===== config.mk =====
export PLATFORM = sky130hd
export DESIGN_NAME = mul_unit
export DESIGN_NICKNAME = d
export VERILOG_FILES = /design/src/rtl/arm_pkg.sv /design/src/rtl/mul_unit.sv
export SDC_FILE = /design/constraint.sdc
export NUM_CORES = 1
export LEC_CHECK = 0
export BUFFER_PORTS_ARGS = -buffer_cell sky130_fd_sc_hd__buf_2
export CAP_MARGIN = 5
export CORE_ASPECT_RATIO = 0.75
export CORE_UTILIZATION = 51
export DETAILED_ROUTE_END_ITERATION = 8
export PLACE_DENSITY = 0.78
export SYNTH_ARGS = -nofsm -noshare
export SYNTH_HDL_FRONTEND = slang
export SYNTH_SLANG_ARGS = --single-unit

===== constraint.sdc =====
create_clock -name clk -period 2.9 [get_ports clk]
set_input_delay 0.145 -clock clk [delete_from_list [all_inputs] [get_ports clk]]
set_output_delay 0.145 -clock clk [all_outputs]
set_load 0.01 [all_outputs]

===== src/rtl/arm_pkg.sv =====
// arm_pkg: definitions shared across the ARM datapath blocks.
//   mul_state_t : control states of the iterative multiplier
//   REG_PC      : register-file address of r15 (program counter)
package arm_pkg;

   typedef enum logic [1:0] {
      IDLE = 2'd0,
      RUN  = 2'd1,
      DONE = 2'd2
   } mul_state_t;

   localparam logic [3:0] REG_PC = 4'hF;

endpackage


===== src/rtl/mul_unit.sv =====
// mul_unit: radix-2 iterative shift-add multiplier for MUL / MLA.
// One multiplier bit is consumed per RUN cycle; with EARLY_TERM=1 the
// iteration stops as soon as the remaining multiplier bits are all zero.
//
// Ports:
//   clk     rising-edge clock
//   reset   asynchronous active-high reset
//   start   request, sampled only in IDLE
//   acc     1 = MLA (accumulate c), 0 = MUL
//   a       multiplicand (Rm)
//   b       multiplier (Rs)
//   c       accumulator operand (Rn), used when acc=1
//   rd      destination register
//   busy    high while iterating (RUN)
//   done    one-cycle pulse, result valid
//   we      register-file write enable, pulses with done unless wa is the PC
//   wa      destination address, captured at start
//   result  low WIDTH bits of a*b (+c), held until the next completion
//   n_flag  result[WIDTH-1]
//   z_flag  result == 0
module mul_unit #(
   parameter int WIDTH      = 32,
   parameter bit EARLY_TERM = 1'b1
) (
   input  logic             clk,
   input  logic             reset,
   input  logic             start,
   input  logic             acc,
   input  logic [WIDTH-1:0] a,
   input  logic [WIDTH-1:0] b,
   input  logic [WIDTH-1:0] c,
   input  logic [3:0]       rd,
   output logic             busy,
   output logic             done,
   output logic             we,
   output logic [3:0]       wa,
   output logic [WIDTH-1:0] result,
   output logic             n_flag,
   output logic             z_flag
);

   import arm_pkg::*;

   localparam int CNT_W = $clog2(WIDTH);
   localparam logic [CNT_W-1:0] LAST_CNT = CNT_W'(WIDTH - 1);

   mul_state_t       state;
   mul_state_t       state_nxt;

   logic [WIDTH-1:0] mcand;
   logic [WIDTH-1:0] mplier;
   logic [WIDTH-1:0] accum;
   logic [CNT_W-1:0] count;

   logic [WIDTH-1:0] sum;
   logic [WIDTH-1:0] mplier_sh;
   logic             last;
   logic             load;

   // Single adder: partial product add for the current multiplier bit.
   always_comb begin
      sum       = accum + (mplier[0] ? mcand : '0);
      mplier_sh = mplier >> 1;
      // Terminate on the final bit position, or early once nothing is left.
      last      = (count == LAST_CNT) || (EARLY_TERM && (mplier_sh == '0));
      load      = (state == IDLE) && start;
   end

   // State register
   always_ff @(posedge clk or posedge reset) begin
      if (reset) begin
         state <= IDLE;
      end else begin
         state <= state_nxt;
      end
   end

   // Next-state logic
   always_comb begin
      state_nxt = state;
      case (state)
         IDLE:    if (start) state_nxt = RUN;
         RUN:     if (last)  state_nxt = DONE;
         DONE:    state_nxt = IDLE;
         default: state_nxt = IDLE;
      endcase
   end

   // Iteration datapath; no reset needed, always loaded before use.
   always_ff @(posedge clk) begin
      if (load) begin
         mcand  <= a;
         mplier <= b;
         accum  <= acc ? c : '0;
         count  <= '0;
      end else if (state == RUN) begin
         accum  <= sum;
         mcand  <= mcand << 1;
         mplier <= mplier_sh;
         count  <= count + CNT_W'(1);
      end
   end

   // Architecturally visible registers
   always_ff @(posedge clk or posedge reset) begin
      if (reset) begin
         wa     <= '0;
         result <= '0;
         n_flag <= 1'b0;
         z_flag <= 1'b0;
      end else begin
         if (load) begin
            wa <= rd;
         end
         // Capture the final sum on the last iteration so it is already
         // registered for the done cycle.
         if ((state == RUN) && last) begin
            result <= sum;
            n_flag <= sum[WIDTH-1];
            z_flag <= (sum == '0);
         end
      end
   end

   // Outputs decode registered state only; no input-to-output path.
   assign busy = (state == RUN);
   assign done = (state == DONE);
   assign we   = (state == DONE) && (wa != REG_PC);

endmodule


==> results by stage, run 1 <==
Status:
- The flow ran to the end, but the final reports show violations.
- The final reports fail on setup timing.

Yosys:
- The dominant register cell in the synthesized netlist is edfxtp_1.
- Of all flip-flops after synthesis, the portion carrying an async set or reset was roughly 28%.
- The gate count of the mapped netlist is 864.
- After synthesis, the netlist uses 64 different library cells.
- The synthesized design contains 140 register bits.
- Yosys mapped a number of flops with a built-in enable equal to 96.
- A synthesized cell averages between 9 and 10 um2.
- For this run, the register share of the synthesized area comes to between 40 and 50%.
- For this run, the number of Yosys warnings is 0.
- After synthesis the cells add up to 7950 um2.
- The net count after synthesis is roughly 1,000.

Setup path:
- Setup slack on the worst reg-to-reg path comes out at -0.24 ns.
- The startpoint identified for the worst register-to-register timing path is mplier[0].
- The path type of the worst setup path is flop to flop.
- The most critical setup path has its startpoint at mplier[0].
- The worst setup path is captured at a flop.
- Data on the critical path is required at its endpoint by 3.23 ns.
- Data arrives at the worst endpoint at around 3.5 ns.
- The cell count of the worst reg-to-reg path is 12.
- The endpoint of the worst register-to-register path is z_flag.
- STA classifies the critical path startpoint as a flop.
- Of all nets on the critical path, the largest fanout is 16.

STA:
- The final critical-path share of the clock period is 108%.
- The smallest clock period supported by the final layout is computed as between 3 and 4 ns.
- The number of endpoints with negative hold slack in the final report is 0.
- Timing would allow up to ~320 MHz.
- The final worst setup slack is -0.240 ns.
- The final-report setup violation count is 13.
- Hold is met by approximately 0.007 ns.
- The worst-margin pin slew is 0.753 ns.
- In the final timing run, aggregate negative setup slack is -0.864 ns.
- Setup repair after global routing could not meet its margin everywhere.
- The worst clock skew is approximately 0.018 ns.
- Measured against its own limit, the worst slew margin works out to 49.7%.
- The final max-slew violation count was 0.

Pwr:
- Sequential cells burn just under 30% of the power.
- The maximum vdd drop is ~0.6 mV.
- The analysis attributes to cell leakage a power of around 5.1 nW.
- The clock group share of total power is about 16%.
- The reported net switching power is 5.65 mW.
- The internal portion of the total power is between 8 and 9 mW.
- The power density normalized to cell area is 1270 nW/um2.
- The switching part of the total power is between 30% and 40%.
- The combinational share of power is between 50% and 60%.

Floorplan:
- roughly 150 I/O pins were placed.
- The floorplan step defined a die boundary enclosing between 15,000 and 20,000 um2.
- The number of cell rows is 39.
- The floorplan core area is about 15,000 um2.
- The die is approximately 150 um wide.
- The die extent in y is between 100 and 150 um.
- The starting utilization of the core area is 52.2%.

Min path:
- The start point of the worst hold path is a[10].
- Counting instances, the worst hold path has a depth of 3.
- The path category of the worst min-delay check is input pin to flop.
- The hold path endpoint is mcand[10].

Clock tree:
- The source-to-sink clock delay at the later pin of the worst-skew pair is approximately 0.44 ns.
- The deepest clock path buffer count is 2.
- The CTS tree is yes.
- The number of buffers created by CTS is 17.
- Clock-pin slew was measured on the worst setup and hold paths at about 0.070 ns.
- The level count of the clock H-tree is 4.
- The root buffer selected by CTS is clkbuf_16.
- The count of clock tree sinks is 140.

Routing:
- In the routed design, unresolved DRC markers number 0.
- The first-pass iteration count of the detailed router is 5.
- Dividing the detail-routed via count by the number of cells gives 5.46.
- The number of nets with antenna violations after detailed routing is 0.
- The count of vias placed by the detailed router is ~7,600.
- The initial DRC count is 856.
- The total length of routed wires is ~23,000 um.
- The mean routed wirelength per cell is between 15 and 20 um.

Placement:
- The last weighted congestion value of the routability-driven placer is about 0.93.
- The post-DP HPWL is around 16,000 um.
- The number of buffers inserted by port buffering is between 100 and 150.
- The placed instances occupy a cell area of around 9600 um2.
- The setup slack at placement is -0.264 ns.

GRT:
- The global-route usage over all layers is ~30%.
- The first-pass GRT wire length is 36,300 um.
- The number of global-route vias before repair was between 7,000 and 8,000.
- The number of antenna violations at the first check in global routing is 1.
- Entering global routing, the biggest net connects 65 pins.
- The leftover overflow at the end of global routing is 0.

Layout:
- The fraction of layout cells with a size suffix above 1 is approximately 30%.
- The leading cell type in the layout, fill and taps excluded is nand2_1.
- After routing the design area is 11,100 um2.
- The filler cells instantiated in the layout total roughly 1,100.
- The synthesis-to-finish area growth is 40.1%.
- The number of nets in the finished design is about 1,300.
- Leaving out fill and tap cells, the most frequent cells in the layout are nand2_1, buf_2, buf_4, edfxtp_1, dlygate4sd3_1.

Flow run:
- Across the run, the number of max-cap violations was 0.
-- synthesized netlist by cell type (4+ instances only) --
| cell type | n | share of area (%) |
|---|---|---|
| a21oi_1 | 38 | 2.4 |
| a31oi_1 | 4 | 0.31 |
| clkbuf_1 | 32 | 1.5 |
| nand3_1 | 35 | 2.2 |
| o21bai_1 | 4 | 0.38 |
| a21o_1 | 5 | 0.47 |
| ha_1 | 33 | 5.2 |
| edfxtp_1 | 96 | 36 |
| nor4_1 | 7 | 0.55 |
| xnor2_1 | 16 | 1.8 |
| xor2_1 | 14 | 1.5 |
| and3_1 | 5 | 0.39 |
| a21oi_2 | 4 | 0.44 |
| mux2_2 | 5 | 0.71 |
| o21a_1 | 4 | 0.38 |
| dfxtp_1 | 5 | 1.3 |
| nor3_1 | 10 | 0.63 |
| o211ai_1 | 8 | 0.76 |
| and2_1 | 38 | 3.0 |
| inv_1 | 11 | 0.52 |
| a211oi_1 | 4 | 0.38 |
| o21ai_0 | 63 | 4.0 |
| nand2_1 | 281 | 13 |
| a21boi_0 | 5 | 0.47 |
| dfrtp_1 | 39 | 12 |
| nor2_1 | 31 | 1.5 |
| nand4_1 | 12 | 0.94 |
-- layout make-up --
class / instances / area [um2] / share of cell area, %
diodes: 1 / 2.50 / 0.0225
clock buffers: 17 / 425 / 3.82
clock inverters: 15 / 161 / 1.45
inverters: 13 / 52.6 / 0.472
multi-input cells: 673 / 4030 / 36.2
flip-flops and latches: 140 / 3960 / 35.6
well taps: 205 / 256 / 2.30
repair buffers: 323 / 2250 / 20.2
-- layer usage --
layer  part of all wire, %  vias to the layer above  wire [um]  global-route usage, %
met3                   7.8                       55       1820                   6.54
met5                     0                        -          0                      0
met1                    44                     3529      10200                   39.5
li1                      -                     3637          -                      -
met4                   3.0                        0        697                   11.9
met2                    45                      352      10500                   46.4
-- what timing repair did --
| item | CTS | global route |
|---|---|---|
| resized for setup | 7 | 31 |
| hold endpoints to repair | 75 | 0 |
| hold buffers | 61 | 0 |
| setup buffers | 4 | 7 |
| pin swaps | 8 | 13 |
| endpoints found under the setup margin | 16 | 28 |
-- power groups by stage --
stage / sequential (mW) / combinational [mW] / clock, mW
2_1_floorplan: 4.03 / 3.93 / 0
3_3_place_gp: 4.03 / 6.91 / 0
3_5_place_dp: 4.05 / 7.07 / 0
4_1_cts: 4.05 / 7.27 / 2.21
5_1_grt: 4.21 / 8.61 / 2.31
6_report: 4.10 / 7.87 / 2.20
-- flip-flops by register name, summed over array words and instances, names as in the netlist --
register	count
state	2
mcand	32
wa	4
z_flag	1
count	5
accum	32
mplier	32
result	32
-- stage by stage --
stage	std cells	util [%]	power [mW]
after detailed placement	1282	63.2	11.1
after global routing	1387	73.1	15.1
after CTS	1379	71.5	13.5
after global placement	1282	63.2	10.9
final	1387	73.1	14.2
after floorplan	864	-	7.96
-- how the worst max path moves through the flow --
stage             end
2_1_floorplan  z_flag
3_3_place_gp   z_flag
3_5_place_dp   z_flag
4_1_cts        z_flag
5_1_grt        z_flag
6_report       z_flag
-- cells by family (layout without fill, tap and decap cells) --
group | Yosys count | in the layout | share of synthesized area, %
AND/OR/NAND/NOR | 438 | 438 | 24.4
adder cells (fa/ha/maj) | 34 | 34 | 5.45
XOR/XNOR | 30 | 30 | 3.31
multiplexers | 5 | 5 | 0.708
buffers and inverters | 51 | 368 | 2.50
other | 0 | 1 | 0
flip-flops | 140 | 140 | 49.8
AO/OA/AOI/OAI | 166 | 166 | 13.8
-- worst max-delay path, cell delays in order, from the launching register on --
cell and delay, ns:
edfxtp_1 0.40, buf_4 0.22, and2_1 0.17, ha_1 0.29, a21oi_1 0.29, o21a_1 0.20, and2_1 0.14, or4b_2 0.58
nand4_1 0.11, and4bb_1 0.23, nand4_1 0.11, nor4b_2 0.05, a32o_1 0.24
Note: power is estimated with default switching activity, not from simulation.
==> run 2: changes to the inputs <==
--- a/config.mk
+++ b/config.mk
@@ -6,9 +6,12 @@
 export NUM_CORES = 1
 export LEC_CHECK = 0
 export BUFFER_PORTS_ARGS = -buffer_cell sky130_fd_sc_hd__buf_2
-export CAP_MARGIN = 5
+export CAP_MARGIN = 20
+export CELL_PAD_IN_SITES_DETAIL_PLACEMENT = 0
+export CELL_PAD_IN_SITES_GLOBAL_PLACEMENT = 2
 export CORE_ASPECT_RATIO = 0.75
-export CORE_UTILIZATION = 51
+export CORE_UTILIZATION = 31
+export CTS_CLUSTER_SIZE = 20
 export DETAILED_ROUTE_END_ITERATION = 8
 export PLACE_DENSITY = 0.78
 export SYNTH_ARGS = -nofsm -noshare
==> run 2 against run 1 <==
The flow still finishes with violations (setup timing). Die area grew 63%. First-iteration DRC count shrank 59%. Via count shrank 4.1%.
==> results by stage, run 2 (synthesis results as in run 1) <==
Layout:
- In the layout the commonest cells are nand2_1, buf_2, buf_4, edfxtp_1, dlygate4sd3_1.
- The final standard cell count with taps included and fillers excluded came to 1,543 (+11%).
- The post-route cell area came to 11,700 um2 (+5.4%).
- The fraction of the core area covered by cells at the end of the flow came to 46.7% (-26 points).
- The fraction of layout cells with a size suffix above 1 was 34.2% (+4.2 points).
- The number of diodes was 0 (-1).
- From synthesis to final layout, the design area changed by 47.6%.
- The number of nets in the finished design is 1,330 (+1.8%).
- The number of filler cells placed in the layout is 2,489 (+120%).
- Leaving out fill and tap cells, the most frequent cell in the layout is nand2_1.

Placement:
- The instance count after placement with tap cells included is 1,434 (+12%).
- The post-place instance area came to 9950 um2 (+3.5%).
- The setup slack at placement was -0.342 ns (-0.0779 ns).
- The last weighted congestion value of the routability-driven placer is 0.865 (-7.2%).
- The post-DP HPWL came to 17,800 um (+14%).
- The number of buffers inserted by port buffering is 144 (unchanged).

STA:
- The number of endpoints with negative hold slack in the final report is 0 (unchanged).
- The final critical-path share of the clock period was 110% (+2.0 points).
- The worst clock skew was 0.0119 ns (-0.00589 ns).
- The final critical path time including I/O delays and setup is 3.20 ns (+0.0573 ns).
- The final max-slew violation count was 0 (unchanged).
- The final-report setup violation count is 13 (unchanged).
- The final worst setup slack is -0.297 ns (-0.0573 ns).
- The relative slew slack came to 49.6% (-0.098 points).
- The final-layout worst hold slack is 0.00532 ns (-0.00165 ns).
- The total negative slack was -1.59 ns (-0.726 ns).
- The worst-margin pin slew is 0.756 ns (+0.00229 ns).
- The maximum achievable frequency is 313 MHz (-1.8%).
- Setup repair after global routing could not meet its margin everywhere.

GRT:
- The global-route usage over all layers is 18.5% (-11 points).
- The number of global-route vias before repair was 7,042 (-3.7%).
- The first-pass GRT wire length was 37,800 um (+4.2%).
- The maximum number of pins on one net before global-route repair is 49 (-25%).
- The leftover overflow at the end of global routing is 0 (unchanged).
- The number of antenna violations at the first check in global routing came to 0 (-1).

Setup path:
- The biggest cell delay along the critical path is 0.42 ns (-0.16 ns).
- The data required time of the worst path came to 3.22 ns (about the same).
- The critical path launch point type is a flop.
- The cell with the largest stage delay on the worst path is edfxtp_1.
- The path type of the worst setup path is flop to flop.
- The worst setup path is captured at a flop.
- Walking the worst path, the cells encountered are buf_8 > buf_8 > and2_4 > ha_4 > o211ai_1 > o211ai_1 > a21oi_2 > o21ai_4 > a41oi_4 > buf_4 > o21ai_2 > xnor2_2 > and3b_1 > a32o_1.
- The arrival time at the worst endpoint was 3.51 ns (+0.04 ns).
- The top fanout value on the critical path is 8 (-8).

Flow run:
- The count of max-cap constraint violations was 0 (unchanged).

Routing:
- The number of nets with antenna violations after detailed routing was 0 (unchanged).
- The DRC violation count after routing is 0 (unchanged).
- The count of vias placed by the detailed router was 7,261 (-4.1%).
- The mean routed wirelength per cell was 15.8 um (-5.9%).
- The first-pass iteration count of the detailed router is 4 (-1).
- The via density per instance is 4.71 (-14%).
- The initial DRC count is 351 (-59%).
- The total length of routed wires is 24,300 um (+4.7%).

Clock tree:
- The count of clock tree sinks is 140 (unchanged).
- The clock edge transition at the registers on the reported setup and hold paths is 0.06 ns (about the same).
- The source-to-sink clock delay at the later pin of the worst-skew pair is 0.43 ns (about the same).
- The tree is rooted in a clkbuf_16.
- The deepest clock path buffer count is 2 (unchanged).
- The CTS tree is yes.
- The level count of the clock H-tree came to 4 (unchanged).
- The number of buffers created by CTS came to 17 (unchanged).

Pwr:
- The power density normalized to cell area is 1270 nW/um2 (-0.19%).
- The leakage power is 5.30 nW (+3.9%).
- The total power of the final layout came to 14.9 mW (+5.2%).
- The maximum vdd drop is 0.526 mV (-13%).

Floorplan:
- The die footprint is 26,300 um2 (+63%).
- The floorplan core area came to 25,100 um2 (+65%).
- The die boundary width is 187 um (+28%).
- The starting utilization of the core area came to 31.7% (-21 points).
- The top-level I/O count was 145 (unchanged).
- The number of cell rows came to 50 (+28%).
- The die extent in y is 141 um (+28%).

Status:
- The run finished, with violations left.
- The final reports fail on setup timing.

Min path:
- The path category of the worst min-delay check is input pin to flop.
==> run 2: power by group <==
group,switching (mW),internal [mW]
logic,4.35,4.15
clock network,0.950,1.37
registers,0.563,3.52
==> run 2: what timing repair did <==
item	in CTS	in global routing
setup endpoints to repair	19	30
hold buffers	63	0
endpoints found under the hold margin	101	0
resized for setup	42	64
buffers inserted	7	10
pin swaps	16	37
==> run 2: worst max-delay path, delay by kind of cell (launching register included) <==
| family | cells | cell delay, ns |
|---|---|---|
| simple gates | 2 | 0.35 |
| flops | 1 | 0.42 |
| buf+inv | 3 | 0.50 |
| xor+xnor | 1 | 0.10 |
| compound gates | 7 | 1.41 |
| fa+ha+maj | 1 | 0.28 |
==> run 2: layout make-up <==
class	instances	area, um2	share of cell area (%)
Multi-Input combinational cell	673	4190	35.7
Sequential cell	140	3960	33.8
Timing Repair Buffer	347	2490	21.2
Clock buffer	17	425	3.63
Tap cell	338	423	3.61
Clock inverter	15	188	1.60
Inverter	13	52.6	0.448
==> run 2: worst paths after layout <==
kind,startpoint,to,slack (ns),depth (start not counted)
max,mplier[0],z_flag,-0.30,14
max in group asynchronous,reset,result[16],2.07,4
max reg2reg,mplier[0],z_flag,-0.30,14
min reg2reg,result[10],result[10],0.47,2
min,a[3],mcand[3],0.005,3
min in group asynchronous,reset,result[5],0.41,4
==> run 2: layer usage <==
metal  vias up  global-route usage [%]  part of all wire (%)  wire length, um
met2       150                    27.4                    43            10500
met5         -                       0                     0                0
met4         0                    4.14                  0.69              167
li1       3692                       -                     -                -
met3        13                    3.49                   3.5              862
met1      3406                    27.9                    53            12900
